===== config.mk =====
export PLATFORM = sky130hd
export DESIGN_NAME = ram_dump_tx_flat
export DESIGN_NICKNAME = d
export VERILOG_FILES = /design/src/rtl/ram_dump_tx_if.sv /design/src/rtl/ram_dump_tx.sv /design/src/flat_wrapper.sv
export SDC_FILE = /design/constraint.sdc
export NUM_CORES = 1
export LEC_CHECK = 0
export BUFFER_PORTS_ARGS = -buffer_cell sky130_fd_sc_hd__buf_4
export CAP_MARGIN = 5
export CORE_MARGIN = 1.5
export CORE_UTILIZATION = 45
export DETAILED_ROUTE_END_ITERATION = 8
export HOLD_SLACK_MARGIN = 0.08
export PLACE_DENSITY = 0.67
export SYNTH_ARGS = -nofsm -noshare
export SYNTH_HDL_FRONTEND = slang
export SYNTH_SLANG_ARGS = --single-unit
export TNS_END_PERCENT = 1

===== constraint.sdc =====
create_clock -name clk_i -period 4.1 [get_ports clk_i]
set_input_delay 0.615 -clock clk_i [delete_from_list [all_inputs] [get_ports clk_i]]
set_output_delay 0.615 -clock clk_i [all_outputs]
set_load 0.005 [all_outputs]

===== src/rtl/ram_dump_tx_if.sv =====
//------------------------------------------------------------------------------
// Module : ram_dump_tx_if
// Brief  : Control, RAM read port and serial status bundle of ram_dump_tx.
// Rev    : 1.0
//------------------------------------------------------------------------------
`default_nettype none

interface ram_dump_tx_if #(
  parameter int AW = 17
);
  logic          start_i;
  logic [AW-1:0] base_addr_i;
  logic [31:0]   word_count_i;
  logic          mem_rd_en_o;
  logic [AW-1:0] mem_rd_addr_o;
  logic [31:0]   mem_rd_data_i;
  logic          uart_tx_o;
  logic          busy_o;
  logic          done_o;

  // master: host side plus RAM data return; slave: the dump engine
  modport master (
    output start_i, base_addr_i, word_count_i, mem_rd_data_i,
    input  mem_rd_en_o, mem_rd_addr_o, uart_tx_o, busy_o, done_o
  );

  modport slave (
    input  start_i, base_addr_i, word_count_i, mem_rd_data_i,
    output mem_rd_en_o, mem_rd_addr_o, uart_tx_o, busy_o, done_o
  );
endinterface

`default_nettype wire


===== src/rtl/ram_dump_tx.sv =====
//------------------------------------------------------------------------------
// Module : ram_dump_tx
// Brief  : UART readback of a RAM block framed as "TEKNOFEST", count, words.
//          Optional macro RAM_DUMP_CHECKSUM_EN appends a 32-bit sum trailer.
// Rev    : 1.0
//------------------------------------------------------------------------------
`default_nettype none

module ram_dump_tx #(
  parameter int CPU_CLK   = 100_000_000,
  parameter int BAUD_RATE = 9600,
  parameter int RAM_DEPTH = 131072
) (
  input wire logic     clk_i,
  input wire logic     rst_ni,
  ram_dump_tx_if.slave bus
);

  function automatic int clogb2(input int value);
    int v;
    int n;
    v = value;
    n = 0;
    while (v > 0) begin
      n++;
      v = v >> 1;
    end
    return n;
  endfunction

  localparam int AW  = clogb2(RAM_DEPTH - 1);
  localparam int DIV = CPU_CLK / BAUD_RATE;
  localparam int BW  = clogb2(DIV - 1);

  typedef enum logic [2:0] {
    S_IDLE, S_HEADER, S_LENGTH, S_FETCH, S_LATCH, S_SEND, S_CSUM, S_FINISH
  } state_t;

`ifdef RAM_DUMP_CHECKSUM_EN
  localparam state_t S_TAIL = S_CSUM;
`else
  localparam state_t S_TAIL = S_FINISH;
`endif

  state_t          state, state_n, sel_state;
  logic [3:0]      idx, idx_n, sel_idx, last_idx;
  logic [AW-1:0]   addr;
  logic [31:0]     count, sent, word, trailer;
  logic            load, accept, latch, advance, rd_en, byte_end;
  logic [7:0]      byte_val;
  logic [8:0]      frame;
  logic [3:0]      bit_cnt;
  logic [BW-1:0]   baud_cnt;
  logic            tx_busy, tx;

  function automatic logic [7:0] header_byte(input logic [3:0] i);
    case (i)
      4'd0:    return 8'h54;
      4'd1:    return 8'h45;
      4'd2:    return 8'h4B;
      4'd3:    return 8'h4E;
      4'd4:    return 8'h4F;
      4'd5:    return 8'h46;
      4'd6:    return 8'h45;
      4'd7:    return 8'h53;
      default: return 8'h54;
    endcase
  endfunction

  function automatic logic [7:0] word_byte(input logic [31:0] v, input logic [1:0] i);
    case (i)
      2'd0:    return v[31:24];
      2'd1:    return v[23:16];
      2'd2:    return v[15:8];
      default: return v[7:0];
    endcase
  endfunction

  assign byte_end = tx_busy && (baud_cnt == BW'(DIV - 1)) && (bit_cnt == 4'd9);
  assign last_idx = (state == S_HEADER) ? 4'd8 : 4'd3;

  // The next frame is loaded on the last stop-bit cycle so bytes run gapless
  always_comb begin
    state_n   = state;
    idx_n     = idx;
    load      = 1'b0;
    sel_state = state;
    sel_idx   = idx;
    accept    = 1'b0;
    latch     = 1'b0;
    advance   = 1'b0;
    rd_en     = 1'b0;
    case (state)
      S_IDLE: begin
        if (bus.start_i) begin
          accept  = 1'b1;
          state_n = S_HEADER;
          idx_n   = 4'd0;
        end
      end
      S_HEADER, S_LENGTH, S_SEND, S_CSUM: begin
        if (!tx_busy) begin
          load = 1'b1;
        end else if (byte_end) begin
          if (idx != last_idx) begin
            idx_n   = idx + 4'd1;
            load    = 1'b1;
            sel_idx = idx_n;
          end else begin
            idx_n = 4'd0;
            case (state)
              S_HEADER: state_n = S_LENGTH;
              S_LENGTH: state_n = (count == 32'd0) ? S_TAIL : S_FETCH;
              S_SEND: begin
                advance = 1'b1;
                state_n = (sent + 32'd1 == count) ? S_TAIL : S_FETCH;
              end
              default:  state_n = S_FINISH;
            endcase
            load      = (state_n == S_LENGTH) || (state_n == S_CSUM);
            sel_state = state_n;
            sel_idx   = 4'd0;
          end
        end
      end
      S_FETCH: begin
        rd_en   = 1'b1;
        state_n = S_LATCH;
      end
      S_LATCH: begin
        latch   = 1'b1;
        state_n = S_SEND;
      end
      default: state_n = S_IDLE;
    endcase
  end

  always_comb begin
    byte_val = 8'h00;
    case (sel_state)
      S_HEADER: byte_val = header_byte(sel_idx);
      S_LENGTH: byte_val = word_byte(count, sel_idx[1:0]);
      S_SEND:   byte_val = word_byte(word, sel_idx[1:0]);
      S_CSUM:   byte_val = word_byte(trailer, sel_idx[1:0]);
      default:  byte_val = 8'h00;
    endcase
  end

  always_ff @(posedge clk_i) begin
    if (!rst_ni) begin
      state <= S_IDLE;
      idx   <= 4'd0;
      addr  <= '0;
      count <= 32'd0;
      sent  <= 32'd0;
      word  <= 32'd0;
    end else begin
      state <= state_n;
      idx   <= idx_n;
      if (accept) begin
        addr  <= bus.base_addr_i;
        count <= bus.word_count_i;
        sent  <= 32'd0;
      end
      if (latch) word <= bus.mem_rd_data_i;
      if (advance) begin
        addr <= (addr == AW'(RAM_DEPTH - 1)) ? '0 : addr + 1'b1;
        sent <= sent + 32'd1;
      end
    end
  end

`ifdef RAM_DUMP_CHECKSUM_EN
  logic [31:0] csum;

  always_ff @(posedge clk_i) begin
    if (!rst_ni)     csum <= 32'd0;
    else if (accept) csum <= 32'd0;
    else if (latch)  csum <= csum + bus.mem_rd_data_i;
  end

  assign trailer = csum;
`else
  assign trailer = 32'd0;
`endif

  // frame holds data bits then the stop bit; the start bit is driven at load
  always_ff @(posedge clk_i) begin
    if (!rst_ni) begin
      tx       <= 1'b1;
      tx_busy  <= 1'b0;
      frame    <= 9'd0;
      bit_cnt  <= 4'd0;
      baud_cnt <= '0;
    end else if (load) begin
      tx       <= 1'b0;
      tx_busy  <= 1'b1;
      frame    <= {1'b1, byte_val};
      bit_cnt  <= 4'd0;
      baud_cnt <= '0;
    end else if (tx_busy) begin
      if (baud_cnt == BW'(DIV - 1)) begin
        baud_cnt <= '0;
        if (bit_cnt == 4'd9) begin
          tx_busy <= 1'b0;
          tx      <= 1'b1;
        end else begin
          bit_cnt <= bit_cnt + 4'd1;
          tx      <= frame[0];
          frame   <= {1'b1, frame[8:1]};
        end
      end else begin
        baud_cnt <= baud_cnt + 1'b1;
      end
    end
  end

  assign bus.mem_rd_en_o   = rd_en;
  assign bus.mem_rd_addr_o = addr;
  assign bus.uart_tx_o     = tx;
  assign bus.busy_o        = (state != S_IDLE) && (state != S_FINISH);
  assign bus.done_o        = (state == S_FINISH);

endmodule

`default_nettype wire


===== src/flat_wrapper.sv =====
// flat-port wrapper written by rule: the top's interface ports become plain ports
module ram_dump_tx_flat 
#(
  parameter int CPU_CLK   = 100_000_000,
  parameter int BAUD_RATE = 9600,
  parameter int RAM_DEPTH = 131072
)
  (clk_i, rst_ni, bus_start_i, bus_base_addr_i, bus_word_count_i, bus_mem_rd_data_i, bus_mem_rd_en_o, bus_mem_rd_addr_o, bus_uart_tx_o, bus_busy_o, bus_done_o);
  ram_dump_tx_if #(.AW((6))) bus_i ();
  input wire logic clk_i;
  input wire logic rst_ni;
  input wire logic [$bits(bus_i.start_i)-1:0] bus_start_i;
  input wire logic [$bits(bus_i.base_addr_i)-1:0] bus_base_addr_i;
  input wire logic [$bits(bus_i.word_count_i)-1:0] bus_word_count_i;
  input wire logic [$bits(bus_i.mem_rd_data_i)-1:0] bus_mem_rd_data_i;
  output wire logic [$bits(bus_i.mem_rd_en_o)-1:0] bus_mem_rd_en_o;
  output wire logic [$bits(bus_i.mem_rd_addr_o)-1:0] bus_mem_rd_addr_o;
  output wire logic [$bits(bus_i.uart_tx_o)-1:0] bus_uart_tx_o;
  output wire logic [$bits(bus_i.busy_o)-1:0] bus_busy_o;
  output wire logic [$bits(bus_i.done_o)-1:0] bus_done_o;
  assign bus_i.start_i = bus_start_i;
  assign bus_i.base_addr_i = bus_base_addr_i;
  assign bus_i.word_count_i = bus_word_count_i;
  assign bus_i.mem_rd_data_i = bus_mem_rd_data_i;
  assign bus_mem_rd_en_o = bus_i.mem_rd_en_o;
  assign bus_mem_rd_addr_o = bus_i.mem_rd_addr_o;
  assign bus_uart_tx_o = bus_i.uart_tx_o;
  assign bus_busy_o = bus_i.busy_o;
  assign bus_done_o = bus_i.done_o;
  ram_dump_tx #(.CPU_CLK(CPU_CLK), .BAUD_RATE(BAUD_RATE), .RAM_DEPTH(RAM_DEPTH)) u_core (.clk_i(clk_i), .rst_ni(rst_ni), .bus(bus_i));
endmodule

==> results.md, run 1 <==
- PwrDens: 354 nW/um2
- Final hold vios: 0
- Worst Max-Slew Pin Slew: around 1000 ps
- Most frequent cell after synthesis: nand2_1
- Maximum VDD drop: around 280 uV
- Clock Tree Buf Depth: 2
- # DRC: 4
- Total CTS buffers: 17
- Share of cells above drive strength 1: 13.1%
- Final worst-path cycle share: between 90% and 100%
- Worst Hold Class: input port to flop
- Mapped Cells: 1162
- Total power: ~0.0035 W
- Distinct cells, synth: 71
- Boundary Pins: 83
- FP Rows: 50
- Area leader, netlist: dfxtp_1
- DP Area: 9250 um2
- Placer Congestion: 0.920
- Hold slack: between 400 and 500 ps
- RSZ-0062 raised after global routing: no
- Worst hold path startpoint: bus_mem_rd_data_i[13]
- YS warnings: 0
- Die width: 141 um
- Register area share after synthesis: a little over a third
- CP Buf/Inv Count: 1
- Via count: roughly 8600
- R2R Path Start: u_core.state[0]$_SDFFE_PN0P_
- Number of cells on the critical path: 13
- Global route overflow: 0
- Critical path cell sequence: or4b_2 -> o22ai_1 -> nor2b_1 -> nor3_1 -> a21oi_1 -> inv_1 -> ha_1 -> a222oi_1 -> nand2_1 -> o21ai_0 -> o21a_1 -> nor2_1 -> a211o_1
- # fillers: about 1900
- Die Area: roughly 20000 um2
- Hpwl dp: between 15000 and 20000 um
- Initial DRT Pass Iterations: 9
- Fmax: 267 MHz
- Worst Setup Start Kind: flop
- Largest net degree at the start of global routing: 50
- Share of flip-flops with an asynchronous set or reset: 0%
- FF-to-FF path depth: 13
- Final Skew: 9.04 ps
- H-Tree Depth: 4
- Clock sinks: 149
- Seq cells post-synth: 149
- Worst relative slew slack: a little under a third
- R2r setup slk: 350 ps
- Post-synth top area share: 35.0%
- Antenna diodes: 0
- Routed wire per std cell: 17.3 um
- First-pass GRT wire length: just over 40000 um
- Vias in the first global route: 7730
- Crit. Startpoint: u_core.state[0]$_SDFFE_PN0P_
- CTS root buffer: clkbuf_16
- Final slew viol count: 0
- # port buffers: 82
- CP required: 4420 ps
- R2r endpoint: u_core.frame[2]$_SDFFE_PN0P_
- Failing checks: design-rule violations
- Initial Utilization: 45.7%
- Top cells by area, synth: dfxtp_1, nand2_1, a21oi_1
- Post-CTS Repair Setup Buffers: 0
- Hold depth: 3
- Post_cts resized: 0
- Most common library cells after synthesis: nand2_1, dfxtp_1, a21oi_1
- CTS tree: built
- Clock transition at the registers of the reported paths: 70 ps
- Worst-Skew Late Latency: 440 ps
- Die Span Y: 141 um
- Critical path class: flop to flop
- Count of final setup violators: 0
- Max FO, Critical Path: 16
- Post-route ant nets: 0
- Initial DRC Count: 848
- Layout area overhead: 16.0%
- EDFF count, synth: 0
- Final Non-Filler Cells: 1448
- Final std cell area, no fill: 9880 um2
- Hold endpoint: u_core.word[13]$_SDFFE_PN0N_
- Initial antenna violation count: 0
- Minimum clock period: about 3700 ps
- Cell Count Post-Placement: 1416
- Total GRT Usage: 25.6%
- MaxCap Viol Count: 0
- Top FF cell, synth: dfxtp_1
- Syn_nets: 1248
- Post-route setup TNS: 0 ps
- Drt total wl: 25100 um
- Crit path DAT: 4070 ps
- P_leak: 3.54 nW
- Outcome: finished, violations left
- Synth Area per Inst: around 7.3 um2
- # nets final: 1287
- Crit path largest cell delay: 660 ps
- Top delay family on crit path: compound AO/OA/AOI/OAI gates
- Core ar.: 18600 um2
- CP Capture Type: flop
- Post-Syn Area: 8520 um2
- Via density: 5.95
- CTS Hold Bufs: 0
- Slowest-stage cell, CP: or4b_2
-- cell usage in the layout, fill, tap and decap left out, types with 7 or more instances in the layout --
| master | instances |
|---|---|
| a222oi_1 | 17 |
| nand4_1 | 24 |
| inv_1 | 18 |
| a31oi_1 | 10 |
| o21ai_0 | 56 |
| nor4_1 | 24 |
| dfxtp_1 | 149 |
| a21oi_1 | 147 |
| clkbuf_16 | 17 |
| nor2_1 | 121 |
| or4_1 | 7 |
| and2_1 | 8 |
| ha_1 | 13 |
| a211oi_1 | 11 |
| and3_1 | 20 |
| nor3_1 | 26 |
| xnor2_1 | 27 |
| nand2_1 | 200 |
| nand3_1 | 38 |
| o221ai_1 | 7 |
| buf_4 | 107 |
| nor3b_1 | 10 |
| nand2b_1 | 8 |
| mux2i_1 | 8 |
| xor2_1 | 28 |
| nor2b_1 | 10 |
-- state kept, by name, summed over array words and instances (netlist names), 4 cells and up --
signal	cells
u_core.addr	17
u_core.idx	4
u_core.baud_cnt	14
u_core.bit_cnt	4
u_core.frame	9
u_core.count	32
u_core.sent	32
u_core.word	32
-- layout make-up --
| type | count | area [um2] | area share, % |
|---|---|---|---|
| tap | 234 | 293 | 2.96 |
| multi-input combinational | 907 | 5100 | 51.6 |
| timing repair buffer | 107 | 803 | 8.13 |
| inverter | 19 | 72.6 | 0.734 |
| clock buffer | 17 | 425 | 4.31 |
| sequential | 149 | 2980 | 30.2 |
| clock inverter | 15 | 203 | 2.05 |
-- how the worst max path moves through the flow --
stage                                    to  slack (ps)
2_1_floorplan  u_core.frame[0]$_SDFFE_PN0P_         800
5_1_grt        u_core.frame[2]$_SDFFE_PN0P_         120
6_report       u_core.frame[2]$_SDFFE_PN0P_         350
4_1_cts        u_core.frame[2]$_SDFFE_PN0P_         430
3_5_place_dp   u_core.frame[2]$_SDFFE_PN0P_         450
3_3_place_gp   u_core.frame[2]$_SDFFE_PN0P_         550
-- through the flow --
stage               setup WS, ps  util (%)
floorplan                    800         -
global placement             553      49.6
detailed placement           454      49.6
CTS                          434      53.0
global route                 117      53.0
finish                       355      53.0
-- cells by family (layout without fill, tap and decap cells) --
family	Yosys count	count (layout)	synth area share, %
compound gates	293	293	20.7
simple gates	535	535	30.3
fa+ha+maj	13	13	1.91
xor+xnor	55	55	5.65
buf+inv	106	158	5.14
mux	11	11	1.34
flops	149	149	35.0
-- per-layer routing --
metal  wire [um]  part of all wire, %  vias to the layer above  global-route usage, %
met3        2010                  8.0                       34                   6.18
li1            -                    -                     4222                      -
met1       11700                   47                     4009                   35.8
met4         483                  1.9                        0                   8.94
met2       10900                   43                      349                   38.6
met5           0                    0                        -                      0
-- worst register-to-register path: stages (launching register included) --
cell,delay [ps]
dfxtp_1,510
or4b_2,660
o22ai_1,200
nor2b_1,220
nor3_1,90
a21oi_1,310
inv_1,140
ha_1,450
a222oi_1,440
nand2_1,100
o21ai_0,80
o21a_1,130
nor2_1,40
a211o_1,270
-- where the power goes --
part           total [W]  switching, W  internal (W)
sequential       0.00153     0.0000549       0.00148
combinational   0.000277      0.000150      0.000127
clock            0.00169      0.000700      0.000985
total            0.00350      0.000905       0.00259
No activity file was read; power rests on OpenSTA's default activity.
==> inputs of run 2 (changes only) <==
- CTS_BUF_LIST: unset -> sky130_fd_sc_hd__clkbuf_2
==> run 2 against run 1 <==
Net effect:
- the flow still finishes with violations (design-rule violations)
- clock power decreased by 41%
- first-iteration DRC count up 5.0%
- sequential share of layout area shrank 0.98 points
- final area up 3.4%
- critical path type unchanged
- clock-buffer cell count stayed put
- combinational power grew 19%
- die area is the same
- sequential power barely moved
- cell count increased by 4.7%
- fmax up 0.76%
==> results.md, run 2 (same netlist as run 1, synthesis figures left out) <==
- Layout area overhead: 19.9%
- Share of cells above drive strength 1: 12.4% (-0.69 points)
- Clock transition at the registers of the reported paths: 230 ps (+160 ps)
- Commonest non-fill, non-tap cell in the layout: nand2_1
- R2r endpoint: u_core.frame[2]$_SDFFE_PN0P_
- Final Non-Filler Cells: 1516 (+4.7%)
- Post-route ant nets: 0 (unchanged)
- Global route overflow: 0 (unchanged)
- CTS root buffer: clkbuf_2
- # nets final: 1354 (+5.2%)
- Die width: 141 um (unchanged)
- FP Rows: 50 (unchanged)
- Total CTS buffers: 17 (unchanged)
- Maximum VDD drop: 206 uV (-25%)
- # port buffers: 82 (unchanged)
- Count of final setup violators: 0 (unchanged)
- Clock Tree Buf Depth: 2 (unchanged)
- Initial DRT Pass Iterations: 9 (unchanged)
- Final worst-path cycle share: 90.7% (-0.69 points)
- Crit path DAT: 4390 ps (+320 ps)
- Placer Congestion: 0.920 (unchanged)
- Worst Hold Class: input port to flop
- Fmax: 269 MHz (+0.76%)
- Routed wire per std cell: 17.0 um (-1.5%)
- Clock sinks: 149 (unchanged)
- Hpwl dp: 18000 um (unchanged)
- Commonest non-fill, non-tap cells in the layout: nand2_1, dfxtp_1, a21oi_1
- Critical path class: flop to flop
- First-pass GRT wire length: 41400 um (+2.6%)
- Largest net degree at the start of global routing: 50 (unchanged)
- Initial Utilization: 45.7% (unchanged)
- # fillers: 1820 (-1.7%)
- Worst Max-Slew Pin Slew: 1030 ps (+0.656 ps)
- R2R Path Start: u_core.state[0]$_SDFFE_PN0P_
- # DRC: 9 (+5)
- RSZ-0062 raised after global routing: no
- Drt total wl: 25800 um (+3.2%)
- Initial antenna violation count: 1 (+1)
- MaxCap Viol Count: 0 (unchanged)
- P_leak: 3.68 nW (+4.0%)
- Via density: 5.83 (-2.0%)
- Worst relative slew slack: 30.8% (-0.75 points)
- Boundary Pins: 83 (unchanged)
- Worst Setup Start Kind: flop
- Final Skew: 54.2 ps (+45.2 ps)
- Max FO, Critical Path: 16 (unchanged)
- Initial DRC Count: 890 (+5.0%)
- Total GRT Usage: 26.1% (+0.47 points)
- Crit. Startpoint: u_core.state[0]$_SDFFE_PN0P_
- FF-to-FF path depth: 13 (unchanged)
- CP endpoint: u_core.frame[2]$_SDFFE_PN0P_
- Minimum clock period: 3720 ps (-28.4 ps)
- CP Capture Type: flop
- Top Registers: u_core.count: 32 flops, u_core.sent: 32 flops, u_core.word: 32 flops
- Core ar.: 18600 um2 (unchanged)
- Outcome: finished, violations left
- CP required: 4770 ps (+350 ps)
- PwrDens: 280 nW/um2 (-21%)
- Die Span Y: 141 um (unchanged)
- Failing checks: design-rule violations
- Vias in the first global route: 8015 (+3.7%)
- H-Tree Depth: 4 (unchanged)
- Post-route setup TNS: 0 ps (unchanged)
- Cell Count Post-Placement: 1416 (unchanged)
- Final hold vios: 0 (unchanged)
- Worst-Skew Late Latency: 780 ps (+340 ps)
- Die Area: 19800 um2 (unchanged)
- R2r setup slk: 380 ps (+30 ps)
- CTS tree: built
- Via count: 8841 (+2.6%)
- Final slew viol count: 0 (unchanged)
- Post_cts resized: 0 (unchanged)
## run 2: cell count changes in the layout (fill, tap and decap cells not counted), sizes merged
cell,before,now
dlygate4sd3,0,67
diode,0,1
## run 2: power by group
| part | total [W] | leakage (nW) | internal [W] | switching (W) |
|---|---|---|---|---|
| Sequential | 0.00154 | 1.21 | 0.00148 | 0.0000550 |
| Combinational | 0.000331 | 2.31 | 0.000169 | 0.000162 |
| Clock | 0.000991 | 0.165 | 0.000370 | 0.000621 |
## run 2: worst min-delay path by stage
stage	startpoint	to	slack (ps)	cells past startpoint
finish	bus_base_addr_i[5]	u_core.addr[5]$_SDFFE_PN0P_	140	3
CTS	bus_base_addr_i[2]	u_core.addr[2]$_SDFFE_PN0P_	80	3
global placement	u_core.word[15]$_SDFFE_PN0N_	u_core.word[15]$_SDFFE_PN0N_	450	2
global route	rst_ni	u_core.bus.uart_tx_o$_SDFFE_PN1P_	90	2
floorplan	u_core.word[10]$_SDFFE_PN0N_	u_core.word[10]$_SDFFE_PN0N_	440	2
detailed placement	u_core.word[15]$_SDFFE_PN0N_	u_core.word[15]$_SDFFE_PN0N_	450	2
## run 2: critical path, cell delays in order, from the launching register on
cell and delay (ps):
dfxtp_1 560, or4b_2 660, o22ai_1 200, nor2b_1 210, nor3_1 80, a21oi_1 300, inv_1 140, ha_1 440
a222oi_1 430, nand2_1 100, o21ai_0 80, o21a_1 130, nor2_1 40, a211o_1 270
## run 2: per-layer routing
layer  vias up  GRT usage, %  wire length, um  part of all wire [%]
met1      4097          36.3            11900                    46
met3        35          6.28             2060                   8.0
li1       4343             -                -                     -
met2       366          40.2            11400                    44
met4         0          7.57              451                   1.7
met5         -             0                0                     0
## run 2: final cells by class
class / count / area (um2) / share of cell area (%)
inverter: 19 / 72.6 / 0.711
sequential: 149 / 2980 / 29.2
timing repair buffer: 174 / 1470 / 14.4
multi-input combinational: 907 / 5100 / 49.9
tap: 234 / 293 / 2.87
antenna: 1 / 2.50 / 0.0245
clock buffer: 17 / 85.1 / 0.833
clock inverter: 15 / 203 / 1.98
## run 2: what timing repair did
action                    in CTS  in global routing
buffers inserted               0                  0
hold endpoints to repair      65                  2
hold buffers                  65                  2
## run 2: metrics by stage
stage / util, % / power (W) / area (um2) / hold WS, ps / setup WS (ps)
after floorplan: - / 0.00171 / 8520 / 436 / 800
after CTS: 54.7 / 0.00288 / 10200 / 81.6 / 413
after global routing: 54.8 / 0.00299 / 10200 / 93.5 / 95.8
final: 54.8 / 0.00286 / 10200 / 139 / 383
after detailed placement: 49.6 / 0.00184 / 9250 / 448 / 454
after global placement: 49.6 / 0.00183 / 9250 / 445 / 553
==> inputs of run 3 (changes only) <==
- clock period: 4.1 -> 3.6 ns (I/O delays scaled with it)
==> run 3 against run 2 <==
Net effect:
- the run now ends clean
- die area stayed put
- total power increased by 5.7%
- largest power group unchanged
- fmax rose by 8.9%
- clock skew decreased by 17 ps
- global-route usage grew 0.90 points
==> results.md, run 3 (same netlist as run 1, synthesis figures left out) <==
- Hpwl dp: 18200 um (+1.3%)
- Post-route setup TNS: 0 ps (unchanged)
- Initial DRC Count: 1114 (+25%)
- Pre-CTS setup slack: 32.4 ps (-422 ps)
- Drt total wl: 26500 um (+2.5%)
- Clock sinks: 149 (unchanged)
- CTS tree: built
- Crit path largest cell delay: 550 ps (-110 ps)
- Commonest non-fill, non-tap cells in the layout: nand2_1, dfxtp_1, a21oi_1
- Initial antenna violation count: 1 (unchanged)
- CP Capture Type: flop
- RSZ-0062 raised after global routing: no
- Total power: 0.00303 W (+5.7%)
- P_leak: 3.78 nW (+2.7%)
- # port buffers: 82 (unchanged)
- Via density: 5.84 (+0.18%)
- Vias in the first global route: 8247 (+2.9%)
- Worst Hold Class: input port to flop
- Fmax: 293 MHz (+8.9%)
- Post-route ant nets: 0 (unchanged)
- Worst hold path startpoint: bus_base_addr_i[1]
- MaxCap Viol Count: 0 (unchanged)
- Final Skew: 36.9 ps (-17.3 ps)
- R2r endpoint: u_core.frame[3]$_SDFFE_PN0P_
- Boundary Pins: 83 (unchanged)
- Initial DRT Pass Iterations: 8 (-1)
- Largest net degree at the start of global routing: 59 (+18%)
- # fillers: 1783 (-2.0%)
- Post-CTS Repair Setup Buffers: 0 (unchanged)
- Worst-Skew Late Latency: 750 ps (-30 ps)
- H-Tree Depth: 4 (unchanged)
- Die width: 141 um (unchanged)
- CP required: 4240 ps (-530 ps)
- Clock Tree Buf Depth: 2 (unchanged)
- Max FO, Critical Path: 9 (-7)
- Final worst-path cycle share: 94.8% (+4.1 points)
- Global route overflow: 0 (unchanged)
- Top Registers: u_core.count: 32 flops, u_core.sent: 32 flops, u_core.word: 32 flops
- Hold depth: 5 (+2)
- FP Rows: 50 (unchanged)
- Worst Setup Start Kind: flop
- CTS root buffer: clkbuf_2
- First-pass GRT wire length: 42800 um (+3.3%)
- Die Area: 19800 um2 (unchanged)
- Final Non-Filler Cells: 1541 (+1.6%)
- PwrDens: 291 nW/um2 (+4.0%)
- Count of final setup violators: 0 (unchanged)
- Share of cells above drive strength 1: 14.6% (+2.2 points)
- Reg area: 2980 um2 (unchanged)
- Critical path cell sequence: or4_4 -> nor4_4 -> nand3_2 -> mux2_2 -> inv_1 -> ha_2 -> buf_4 -> a222oi_1 -> o21ai_0 -> a211oi_1 -> nor3_2
- Core ar.: 18600 um2 (unchanged)
- Initial Utilization: 45.7% (unchanged)
- Placer Congestion: 0.931 (+1.3%)
- Hold endpoint: u_core.addr[1]$_SDFFE_PN0P_
- Worst Max-Slew Pin Slew: 1040 ps (+18.8 ps)
- Layout area overhead: 21.9%
- Via count: 9003 (+1.8%)
- R2R Path Start: u_core.baud_cnt[8]$_SDFFE_PP0P_
- DP Area: 9440 um2 (+2.0%)
- Cell Count Post-Placement: 1439 (+1.6%)
- Final slew viol count: 0 (unchanged)
- Minimum clock period: 3410 ps (-304 ps)
- Outcome: completed
- # DRC: 0 (-9)
- Commonest non-fill, non-tap cell in the layout: nand2_1
- Clock transition at the registers of the reported paths: 230 ps (about the same)
- Slowest-stage cell, CP: or4_4
- Total CTS buffers: 17 (unchanged)
- Footprint of the multi-input gates: 5140 um2 (+0.86%)
- Worst relative slew slack: 30.2% (-0.55 points)
- Crit path DAT: 4060 ps (-330 ps)
- Routed wire per std cell: 17.2 um (+0.86%)
- Die Span Y: 141 um (unchanged)
- Worst Slack Setup Final: 187 ps (-196 ps)
- Total GRT Usage: 27.0% (+0.90 points)
- Final std cell area, no fill: 10400 um2 (+1.6%)
- FF-to-FF path depth: 11 (-2)
- R2r setup slk: 190 ps (-200 ps)
- Maximum VDD drop: 267 uV (+30%)
- # nets final: 1379 (+1.8%)
- Critical path class: flop to flop
- Final hold vios: 0 (unchanged)
[run 3: metrics by stage]
| stage | util, % | hold WS [ps] |
|---|---|---|
| global route | 55.7 | 157 |
| CTS | 55.4 | 133 |
| global placement | 50.6 | 445 |
| floorplan | - | 436 |
| detailed placement | 50.6 | 449 |
| finish | 55.7 | 203 |
[run 3: worst max path at each step]
stage	start	slack [ps]	end	cells after the start
3_5_place_dp	u_core.idx[1]$_SDFFE_PN0P_	30	u_core.frame[3]$_SDFFE_PN0P_	12
3_3_place_gp	u_core.idx[1]$_SDFFE_PN0P_	250	u_core.frame[3]$_SDFFE_PN0P_	12
6_report	u_core.baud_cnt[8]$_SDFFE_PP0P_	190	u_core.frame[3]$_SDFFE_PN0P_	11
2_1_floorplan	u_core.baud_cnt[8]$_SDFFE_PP0P_	300	u_core.frame[0]$_SDFFE_PN0P_	12
5_1_grt	u_core.baud_cnt[0]$_SDFFE_PP0P_	20	u_core.frame[4]$_SDFFE_PN0P_	15
4_1_cts	u_core.idx[1]$_SDFFE_PN0P_	20	u_core.frame[3]$_SDFFE_PN0P_	12
[run 3: final cells by class]
| cell class | instances | area share (%) |
|---|---|---|
| Antenna cell | 1 | 0.0241 |
| Sequential cell | 149 | 28.7 |
| Clock inverter | 14 | 1.12 |
| Tap cell | 234 | 2.82 |
| Multi-Input combinational cell | 907 | 49.6 |
| Clock buffer | 18 | 0.868 |
| Timing Repair Buffer | 199 | 16.2 |
| Inverter | 19 | 0.699 |
[run 3: worst max-delay path, delay by kind of cell (launching register included)]
kind | cells | cell delay (ps)
AND/OR/NAND/NOR | 4 | 1080
AO/OA/AOI/OAI | 3 | 950
flip-flops | 1 | 410
multiplexers | 1 | 340
buffers and inverters | 2 | 290
adder cells (fa/ha/maj) | 1 | 250
[run 3: power breakdown]
part,total (W),internal (W),switching (W)
Clock,0.000886,0.000205,0.000681
Sequential,0.00175,0.00169,0.0000576
Combinational,0.000392,0.000199,0.000192
[run 3: repair_timing]
action | 4_1_cts | 5_1_grt
gates resized for setup | 0 | 10
hold buffers | 69 | 0
endpoints found under the setup margin | 0 | 9
endpoints found under the hold margin | 72 | 0
[run 3: routing by layer]
layer	routed length (um)	part of all wire (%)	track usage, %	up-vias
met5	0	0	0	-
met3	1980	7.5	5.06	36
li1	-	-	-	4407
met1	12300	46	38.2	4191
met2	11800	45	42.3	369
met4	465	1.8	7.02	0
